## config.mk

```make
export PLATFORM = sky130hd
export DESIGN_NAME = mem_port_arbiter
export DESIGN_NICKNAME = d
export VERILOG_FILES = /design/src/rtl/mem_port_arbiter.sv
export SDC_FILE = /design/constraint.sdc
export NUM_CORES = 1
export LEC_CHECK = 0
export CORE_MARGIN = 1.5
export CORE_UTILIZATION = 60
export DETAILED_ROUTE_END_ITERATION = 12
export DONT_BUFFER_PORTS = 1
export PLACE_DENSITY = 0.88
export SLEW_MARGIN = 20
export SYNTH_ARGS = -nofsm -noshare
export SYNTH_HDL_FRONTEND = slang
export SYNTH_SLANG_ARGS = --single-unit
export TNS_END_PERCENT = 5
```

## constraint.sdc

```tcl
create_clock -name clk_i -period 2.2 [get_ports clk_i]
set_input_delay 0.22 -clock clk_i [delete_from_list [all_inputs] [get_ports clk_i]]
set_output_delay 0.22 -clock clk_i [all_outputs]
set_load 0.02 [all_outputs]
```

## src/rtl/mem_port_arbiter.sv

```systemverilog
// Fetch/data arbiter for the shared single-ported memory, one transaction in flight.
// Define MEM_PORT_ARB_RR_EN for round-robin priority under contention.
module mem_port_arbiter #(
    parameter int ADDR_WIDTH = 32,
    parameter int DATA_WIDTH = 32
) (
    input  logic                    clk_i,
    input  logic                    rst_ni,
    input  logic                    if_req_i,
    input  logic [ADDR_WIDTH-1:0]   if_addr_i,
    output logic                    if_rvalid_o,
    output logic [DATA_WIDTH-1:0]   if_rdata_o,
    input  logic                    dm_req_i,
    input  logic                    dm_we_i,
    input  logic [DATA_WIDTH/8-1:0] dm_be_i,
    input  logic [ADDR_WIDTH-1:0]   dm_addr_i,
    input  logic [DATA_WIDTH-1:0]   dm_wdata_i,
    output logic                    dm_rvalid_o,
    output logic [DATA_WIDTH-1:0]   dm_rdata_o,
    output logic                    mem_req_o,
    output logic                    mem_we_o,
    output logic [DATA_WIDTH/8-1:0] mem_be_o,
    output logic [ADDR_WIDTH-1:0]   mem_addr_o,
    output logic [DATA_WIDTH-1:0]   mem_wdata_o,
    input  logic                    mem_gnt_i,
    input  logic                    mem_rvalid_i,
    input  logic [DATA_WIDTH-1:0]   mem_rdata_i,
    input  logic                    flush_i,
    output logic                    stall_if_o,
    output logic                    stall_mem_o,
    output logic                    busy_o
);

    localparam int BE_W = DATA_WIDTH / 8;
    localparam logic OWN_FETCH = 1'b0;
    localparam logic OWN_DATA  = 1'b1;

    typedef enum logic [1:0] {
        S_IDLE,
        S_HOLD,
        S_WAIT
    } state_t;

    state_t                r_state;
    state_t                w_next;
    logic                  r_owner;
    logic                  r_drop;
    logic                  r_we;
    logic [BE_W-1:0]       r_be;
    logic [ADDR_WIDTH-1:0] r_addr;
    logic [DATA_WIDTH-1:0] r_wdata;
    logic [DATA_WIDTH-1:0] r_if_rdata;
    logic [DATA_WIDTH-1:0] r_dm_rdata;

    logic                  w_pick_data;
    logic                  w_any_req;
    logic                  w_sel_we;
    logic [BE_W-1:0]       w_sel_be;
    logic [ADDR_WIDTH-1:0] w_sel_addr;
    logic [DATA_WIDTH-1:0] w_sel_wdata;

    logic                  w_issue;
    logic                  w_resp;
    logic                  w_req;
    logic                  w_we;
    logic [BE_W-1:0]       w_be;
    logic [ADDR_WIDTH-1:0] w_addr;
    logic [DATA_WIDTH-1:0] w_wdata;
    logic                  w_if_rv;
    logic                  w_dm_rv;

`ifdef MEM_PORT_ARB_RR_EN
    logic r_last;

    // Under contention the loser of the previous arbitration goes first.
    assign w_pick_data = dm_req_i & (~if_req_i | (r_last == OWN_FETCH));

    always_ff @(posedge clk_i or negedge rst_ni) begin
        if (!rst_ni) begin
            r_last <= OWN_FETCH;
        end else if (w_issue) begin
            r_last <= w_pick_data;
        end
    end
`else
    assign w_pick_data = dm_req_i;
`endif

    assign w_any_req   = if_req_i | dm_req_i;
    assign w_sel_we    = w_pick_data ? dm_we_i : 1'b0;
    assign w_sel_be    = w_pick_data ? dm_be_i : {BE_W{1'b1}};
    assign w_sel_addr  = w_pick_data ? dm_addr_i : if_addr_i;
    assign w_sel_wdata = w_pick_data ? dm_wdata_i : '0;

    always_ff @(posedge clk_i or negedge rst_ni) begin
        if (!rst_ni) begin
            r_state <= S_IDLE;
        end else begin
            r_state <= w_next;
        end
    end

    always_comb begin
        w_next  = r_state;
        w_issue = 1'b0;
        w_resp  = 1'b0;
        w_req   = 1'b0;
        w_we    = 1'b0;
        w_be    = '0;
        w_addr  = '0;
        w_wdata = '0;
        unique case (r_state)
            S_IDLE: begin
                if (w_any_req) begin
                    w_issue = 1'b1;
                    w_req   = 1'b1;
                    w_we    = w_sel_we;
                    w_be    = w_sel_be;
                    w_addr  = w_sel_addr;
                    w_wdata = w_sel_wdata;
                    w_next  = mem_gnt_i ? S_WAIT : S_HOLD;
                end
            end
            S_HOLD: begin
                w_req   = 1'b1;
                w_we    = r_we;
                w_be    = r_be;
                w_addr  = r_addr;
                w_wdata = r_wdata;
                if (mem_gnt_i) begin
                    w_next = S_WAIT;
                end
            end
            S_WAIT: begin
                if (mem_rvalid_i) begin
                    w_resp = 1'b1;
                    w_next = S_IDLE;
                end
            end
            default: begin
                w_next = S_IDLE;
            end
        endcase
    end

    always_ff @(posedge clk_i or negedge rst_ni) begin
        if (!rst_ni) begin
            r_owner <= OWN_FETCH;
            r_we    <= 1'b0;
            r_be    <= '0;
            r_addr  <= '0;
            r_wdata <= '0;
        end else if (w_issue) begin
            r_owner <= w_pick_data;
            r_we    <= w_sel_we;
            r_be    <= w_sel_be;
            r_addr  <= w_sel_addr;
            r_wdata <= w_sel_wdata;
        end
    end

    // A redirected fetch must still finish on the bus; only its data is discarded.
    always_ff @(posedge clk_i or negedge rst_ni) begin
        if (!rst_ni) begin
            r_drop <= 1'b0;
        end else if (r_state == S_IDLE || w_resp) begin
            r_drop <= 1'b0;
        end else if (flush_i && r_owner == OWN_FETCH) begin
            r_drop <= 1'b1;
        end
    end

    assign w_if_rv = w_resp & (r_owner == OWN_FETCH) & ~r_drop & ~flush_i;
    assign w_dm_rv = w_resp & (r_owner == OWN_DATA);

    always_ff @(posedge clk_i or negedge rst_ni) begin
        if (!rst_ni) begin
            r_if_rdata <= '0;
            r_dm_rdata <= '0;
        end else begin
            if (w_if_rv) begin
                r_if_rdata <= mem_rdata_i;
            end
            if (w_dm_rv) begin
                r_dm_rdata <= mem_rdata_i;
            end
        end
    end

    assign if_rvalid_o = w_if_rv;
    assign dm_rvalid_o = w_dm_rv;
    assign if_rdata_o  = w_if_rv ? mem_rdata_i : r_if_rdata;
    assign dm_rdata_o  = w_dm_rv ? mem_rdata_i : r_dm_rdata;

    // Request-derived outputs are forced low while reset is asserted.
    assign mem_req_o   = w_req & rst_ni;
    assign mem_we_o    = w_we & rst_ni;
    assign mem_be_o    = rst_ni ? w_be : '0;
    assign mem_addr_o  = rst_ni ? w_addr : '0;
    assign mem_wdata_o = rst_ni ? w_wdata : '0;

    assign stall_if_o  = if_req_i & ~w_if_rv & rst_ni;
    assign stall_mem_o = dm_req_i & ~w_dm_rv & rst_ni;
    assign busy_o      = (r_state != S_IDLE);

endmodule
```

Yosys cells after proc, flatten, opt, wreduce, memory -nomap -nowiden
Index checks and enable logic that the tools add are counted.

Output and inout bits: 139. Input bits: 140. Register bits: 137.

Eq/ne operators: 5. Reduce and logical (&&, ||, !) cells: 6. Muxes and demuxes: 29. Bitwise operators: 16.

Operator list (count): $mux 32 (8); $pmux 32 s2 (2); $mux 4 (3); $and 1x1->1 (10); $mux 1 (8); $mux 2 (4); $pmux 4 s2 (1); $ne 2x2->1 const B (3); $pmux 2 s3 (1); $not 1->1 (5); $pmux 1 s2 (2); $reduce_bool 2->1 (2); $reduce_and 3->1 (1); $eq 2x1->1 const B (1); $eq 2x2->1 const B (1); $logic_not 2->1 (1); $logic_and 1x1->1 (1); $logic_or 1x1->1 (1); $or 1x1->1 (1).

Longest topological paths before layout
Word-level depth: 8. Gate-level depth with buffers: 6.

Least setup slack after synthesis
No wires, ideal clock.

Path kind: flip-flop to output port. Start: reg r_owner. End: out if_rdata_o[10]. Cell stages (with the launch flop): 6. Slack: 0.329 ns. Required time: 1.980 ns. Arrival: 1.651 ns. Cell sequence: dfrtp_1 -> or3_1 -> or3_1 -> buf_6 -> buf_12 -> mux2_4.

Cells in the longest elaborated chain, start to end: 5.

RTL lines: start: declaration (RTL line 46) `logic r_owner;`; start signal: assignment (RTL line 154) `r_owner <= w_pick_data;`; $not 1->1 (RTL line 173) `assign w_if_rv = w_resp & (r_owner == OWN_FETCH) & ~r_drop & ~flush_i;`; $and 1x1->1 (3 in a row) (RTL line 173); $mux 32 (RTL line 192) `assign if_rdata_o = w_if_rv ? mem_rdata_i : r_if_rdata;`; end: declaration (RTL line 12) `output logic [DATA_WIDTH-1:0] if_rdata_o,`.

Every way passes these cells.

Worst setup path after layout
Start: reg r_owner. End: out if_rdata_o[19].

The elaborated chain is that of the path after synthesis.

==> metrics.txt <==
Final Net Count=847; commonest non-fill, non-tap cell in the layout=dfrtp_1; final worst-path cycle share=112.4%; GRT overflow=0; DRT Pass-1 Iters=5; RSZ-0062 raised after global routing=yes; most frequent cells in the layout=dfrtp_1 (136), dlygate4sd3_1 (134), mux2_2 (102); Pint=between 0.006 and 0.007 W; Peak supply drop=a little under 0.001 V; Power Density=roughly 1100 nW/um2; hold_ws=-612.4 ps; Initial Utilization=61.35%; hold crit path type=primary input to async pin; initial antenna violation count=0; detailed-route wire length=approximately 22 mm; worst-path fanout max=17; routed vias=5628; pin count of the biggest net entering global routing=about 170; row count=38; endpoints failing hold=137; routability cong.=around 0.84; Post-Place Cell Area=about 7300 um2; reg-to-reg startpoint=r_owner; die width=between 100 and 150 um; NetSw=~0.0038 W; Ys Warns=0; clk_skew=roughly 6.0 ps; Post-Syn Area=between 6000 and 7000 um2; fmax=about 0.40 GHz; number of H-tree levels=4; Die Footprint=between 10000 and 15000 um2; drt wl/cell=26.07 um; Seq/Total Area, Yosys=51.78%; status=finished, violations left; count of clock tree sinks=about 140; share of layout cells above drive strength 1=a little over a third; failing checks=hold timing, setup timing; sequential power share=37.7%; Root Buffer=clkbuf_8; DP Wirelength=about 11 mm; Residual DRC=0; sw frac=a little over a third; r2r worst-path depth=4; vias per std cell=approximately 6.6; count of final setup violators=120; Setup WS post-layout=-271.8 ps; CP arrival=around 2300 ps; clock transition at the registers of the reported paths=60 ps; CTS Buf Count=17; slowest CP cell=dfrtp_1; Worst Setup SP=r_owner; syn_area_per_cell=about 13 um2; diode count=0; Area growth syn-to-layout=39.47%; Worst path max stage delay=slightly below 400 ps; Die Height=108.1 um; max-cap violations=0; vias in the first global route=roughly 6k; Core Region=between 10000 and 15000 um2; total track usage=a little under two fifths; library cells used by synthesis=26; minimum clock period=between 2000 and 2500 ps; first-pass GRT wire length=between 30 and 40 mm; latest clock arrival within the worst-skew pair=between 500 and 600 ps; Synth Register Bits=~140; fin. max-slew vios=0; Worst Tran Pin Value=450.8 ps; Leak Pwr=4.104 nW; critical path required time=slightly below 2000 ps; worst reg-to-reg setup slack=approximately 350 ps; CTS max path bufs=2; total power=0.01051 W; Setup Crit Path Kind=flip-flop to output pin; Startpoint Class=flip-flop; Synth Instances=around 520; Final Cell Area=between 9000 and 10000 um2; Worst R2R End=r_if_rdata[19]; Port Buf Inserts=0; CTS tree=done; syn nets=659; clock share of power=a little over a quarter; IO Pins=279; CP Capture Type=output pin; combinational share of power=a little over a third; CP Cell Sequence=or3_1 -> or3_4 -> buf_12 -> mux2_4; Slew HR=~70%; Iteration-0 DRC Markers=~540; ANT nets after route=0
==> power by group through the flow <==
stage	Clock, W	Sequential [W]	Combinational [W]
2_1_floorplan	0	0.00375	0.00270
3_3_place_gp	0	0.00383	0.00313
5_1_grt	0.00289	0.00401	0.00396
6_report	0.00275	0.00397	0.00380
3_5_place_dp	0	0.00390	0.00328
4_1_cts	0.00275	0.00387	0.00363
==> worst max path at each step <==
stage | end | slack [ps] | depth (start not counted)
final | if_rdata_o[19] | -270 | 4
after global routing | if_rdata_o[19] | -320 | 4
after CTS | if_rdata_o[27] | -290 | 4
after detailed placement | if_rdata_o[18] | 200 | 4
after global placement | if_rdata_o[29] | 230 | 4
after floorplan | if_rdata_o[10] | 330 | 5
==> through the flow <==
| stage | setup slack (ps) | instances | util, % | TNS, ps | hold WS (ps) |
|---|---|---|---|---|---|
| floorplan | 328.9 | 519 | - | 0 | -75.59 |
| global placement | 232.0 | 692 | 67.22 | 0 | -73.25 |
| detailed placement | 203.7 | 692 | 67.22 | 0 | -72.38 |
| CTS | -292.2 | 857 | 85.31 | -15770 | -642.7 |
| global route | -324.3 | 859 | 85.57 | -28080 | -635.7 |
| finish | -271.8 | 859 | 85.57 | -16580 | -612.4 |
==> worst max-delay path: cells and delay by family, from the launching register on <==
kind | cells | cell delay [ps]
AND/OR/NAND/NOR | 2 | 770
buffers and inverters | 1 | 190
multiplexers | 1 | 360
flip-flops | 1 | 390
==> cell type report <==
| class | count | area, um2 |
|---|---|---|
| clock inverter | 11 | 122.6 |
| fill | 448 | 1558 |
| sequential | 137 | 3430 |
| timing repair buffer | 218 | 2087 |
| multi-input combinational | 327 | 2963 |
| clock buffer | 20 | 435.4 |
| tap | 140 | 175.2 |
| inverter | 6 | 22.52 |
==> cell usage after synthesis <==
master / instances / area [um2]
buf_2: 13 / 65.06
inv_1: 6 / 22.52
mux2_1: 28 / 315.3
nand2_1: 1 / 3.750
nor2b_1: 32 / 200.2
buf_1: 8 / 30.03
nor3b_1: 1 / 7.510
buf_8: 1 / 15.01
a22oi_1: 33 / 247.7
nand2b_1: 6 / 37.54
or3_1: 3 / 18.77
nor3_1: 1 / 5.000
mux2_4: 28 / 420.4
a32oi_1: 36 / 315.3
nor2_1: 42 / 157.7
and3_1: 2 / 12.51
o32ai_1: 1 / 8.760
or2_2: 1 / 6.260
buf_6: 1 / 11.26
a21oi_1: 2 / 10.01
clkbuf_1: 24 / 90.09
mux2_2: 76 / 855.8
buf_12: 2 / 40.04
a22o_1: 33 / 289.0
a21o_1: 1 / 7.510
dfrtp_1: 137 / 3428
==> kinds of logic (layout without fill, tap and decap cells) <==
family / count (synthesis) / in the layout / share of synthesized area [%]
multiplexers: 132 / 132 / 24.04
flip-flops: 137 / 137 / 51.78
AO/OA/AOI/OAI: 106 / 106 / 13.27
buffers and inverters: 55 / 255 / 4.138
AND/OR/NAND/NOR: 89 / 89 / 6.784
==> flip-flops by register name, indices dropped and copies added (netlist names) <==
| name | cells |
|---|---|
| r_we | 1 |
| r_drop | 1 |
| r_wdata | 32 |
| r_be | 4 |
| r_state | 2 |
| r_dm_rdata | 32 |
| r_if_rdata | 32 |
| r_owner | 1 |
| r_addr | 32 |
==> per-layer routing <==
metal  track usage, %  wire length, um  vias to the layer above
li1                 -                -                     2297
met2            64.87            11340                      442
met4            18.89              877                        0
met1            42.78             7910                     2801
met3            12.96             2273                       88
met5                0                0                        -
==> timing repair <==
action,CTS,global route
pin swaps,1,0
setup endpoints to repair,115,136
cloned,1,0
hold endpoints to repair,271,138
gates resized for setup,37,2
setup buffers,0,0
hold buffers,133,2
(Power assumes the default switching activity.)
==> RTL edit: new RTL, config.mk and constraints unchanged <==
The parameter `ADDR_WIDTH` goes from 32 to 64.
--- a/src/rtl/mem_port_arbiter.sv
+++ b/src/rtl/mem_port_arbiter.sv
@@ -1,7 +1,7 @@
 // Fetch/data arbiter for the shared single-ported memory, one transaction in flight.
 // Define MEM_PORT_ARB_RR_EN for round-robin priority under contention.
 module mem_port_arbiter #(
-    parameter int ADDR_WIDTH = 32,
+    parameter int ADDR_WIDTH = 64,
     parameter int DATA_WIDTH = 32
 ) (
     input  logic                    clk_i,
Interface: changed (resized dm_addr_i, if_addr_i and mem_addr_o); port bits go from 279 to 375. No check against the original RTL was run, so the function may have changed too.
==> RTL edit against the unedited design <==
The flow still finishes with violations (negative hold slack, negative setup slack); critical endpoint is now if_rdata_o[29]; total power is 17% higher; wire length is 16% higher; global-route usage is 5.9 points lower; synthesized cell count is 35% higher; non-clock buffer count is 60 lower; via count is 21% higher; sequential cell count is 32 higher; setup slack better by 84 ps; final area is 15% higher; synthesized area is 31% higher; clock power is 13% higher; first-iteration DRC count is 17% higher; clock skew is 6.1 ps higher; hold slack better by 100 ps; highest routed layer unchanged.
==> RTL edit: results (changes against the unedited design) <==
| Metric | Value |
|---|---|
| Register area | 0.004229 mm^2 (was 0.003430 mm^2) |
| Area growth syn-to-layout | 23.01% (was 39.47%) |
| Iteration-0 DRC Markers | 636 (was 544) |
| Worst-margin pin slew | 401.8 ps (was 450.8 ps) |
| Placed cell count | 914 (was 692) |
| Vias in the first global route | 6601 (was 5876) |
| Hold_ws | -511.8 ps (was -612.4 ps) |
| Clock network area share | 0.05745 (was 0.06043) |
| Failing checks | negative hold slack, negative setup slack (unchanged) |
| Clk. pwr | 0.00312 W (was 0.00275 W) |
| Final Hold Fails | 169 (was 137) |
| First-pass GRT wire length | 36720 um (was 33190 um) |
| Crit path capture | if_rdata_o[29] (was if_rdata_o[19]) |
| Hold_buf cts | 36 (was 133) |
| Fillers | 794 (was 448) |
| Non-clk bufs | 158 (was 218) |
| Finish-stage setup viols | 73 (was 120) |
| Status | complete, but fails checks (unchanged) |
| Gp weighted congestion | 0.8272 (was 0.8432) |
| DP HPWL | 16470 um (was 10890 um) |
| Power Combinational | 0.00428 W (was 0.00380 W) |
| Critical path arrival | 2170 ps (was 2250 ps) |
| Root Driver | clkbuf_16 (was clkbuf_8) |
| Largest net degree at the start of global routing | 204 (was 172) |
| Clk_lat worst skew | 420 ps (was 530 ps) |
| Placed Area | 0.009417 mm^2 (was 0.007254 mm^2) |
| Net Sw Frac | 0.3597 (was 0.3642) |
| Max Clock Skew | 12.13 ps (was 6.009 ps) |
| Mapped Cells | 702 (was 519) |
| Setup Buffers After CTS | 1 (was 0) |
| CP startpoint | r_drop (was r_owner) |
| PnR worst setup slack | -187.7 ps (was -271.8 ps) |
| Multi-input combinational area share | 0.3859 (was 0.3208) |
| NetSw | 0.004410 W (was 0.003826 W) |
| Vias | 6825 (was 5628) |
| Register area share after synthesis | 0.4885 (was 0.5178) |
## RTL edit: changes by cell type after synthesis, moves of 7 or more
cell | before | now
a32oi_1 | 36 | 68
buf_2 | 13 | 20
mux2_1 | 28 | 0
mux2_2 | 76 | 168
nor2_1 | 42 | 74
clkbuf_1 | 24 | 39
dfrtp_1 | 137 | 169
## RTL edit: per-layer routing
layer  vias up  share of wire  track usage
met5         -              0            0
met4         0          0.031       0.1293
met3        73          0.076      0.07887
met2       458           0.54       0.5733
met1      3466           0.35       0.3730
li1       2828              -            -
## RTL edit: cell families after synthesis
| group | after synthesis | synth area share |
|---|---|---|
| flip-flops | 169 | 0.4885 |
| buffers and inverters | 78 | 0.04480 |
| multiplexers | 196 | 0.2671 |
| AO/OA/AOI/OAI | 138 | 0.1338 |
| AND/OR/NAND/NOR | 121 | 0.06576 |
## RTL edit: worst max-delay path, stage by stage, from the launching register on
cell and delay [ps]:
dfrtp_1 410, or3_1 380, or3_4 390, buf_12 190
mux2_4 360
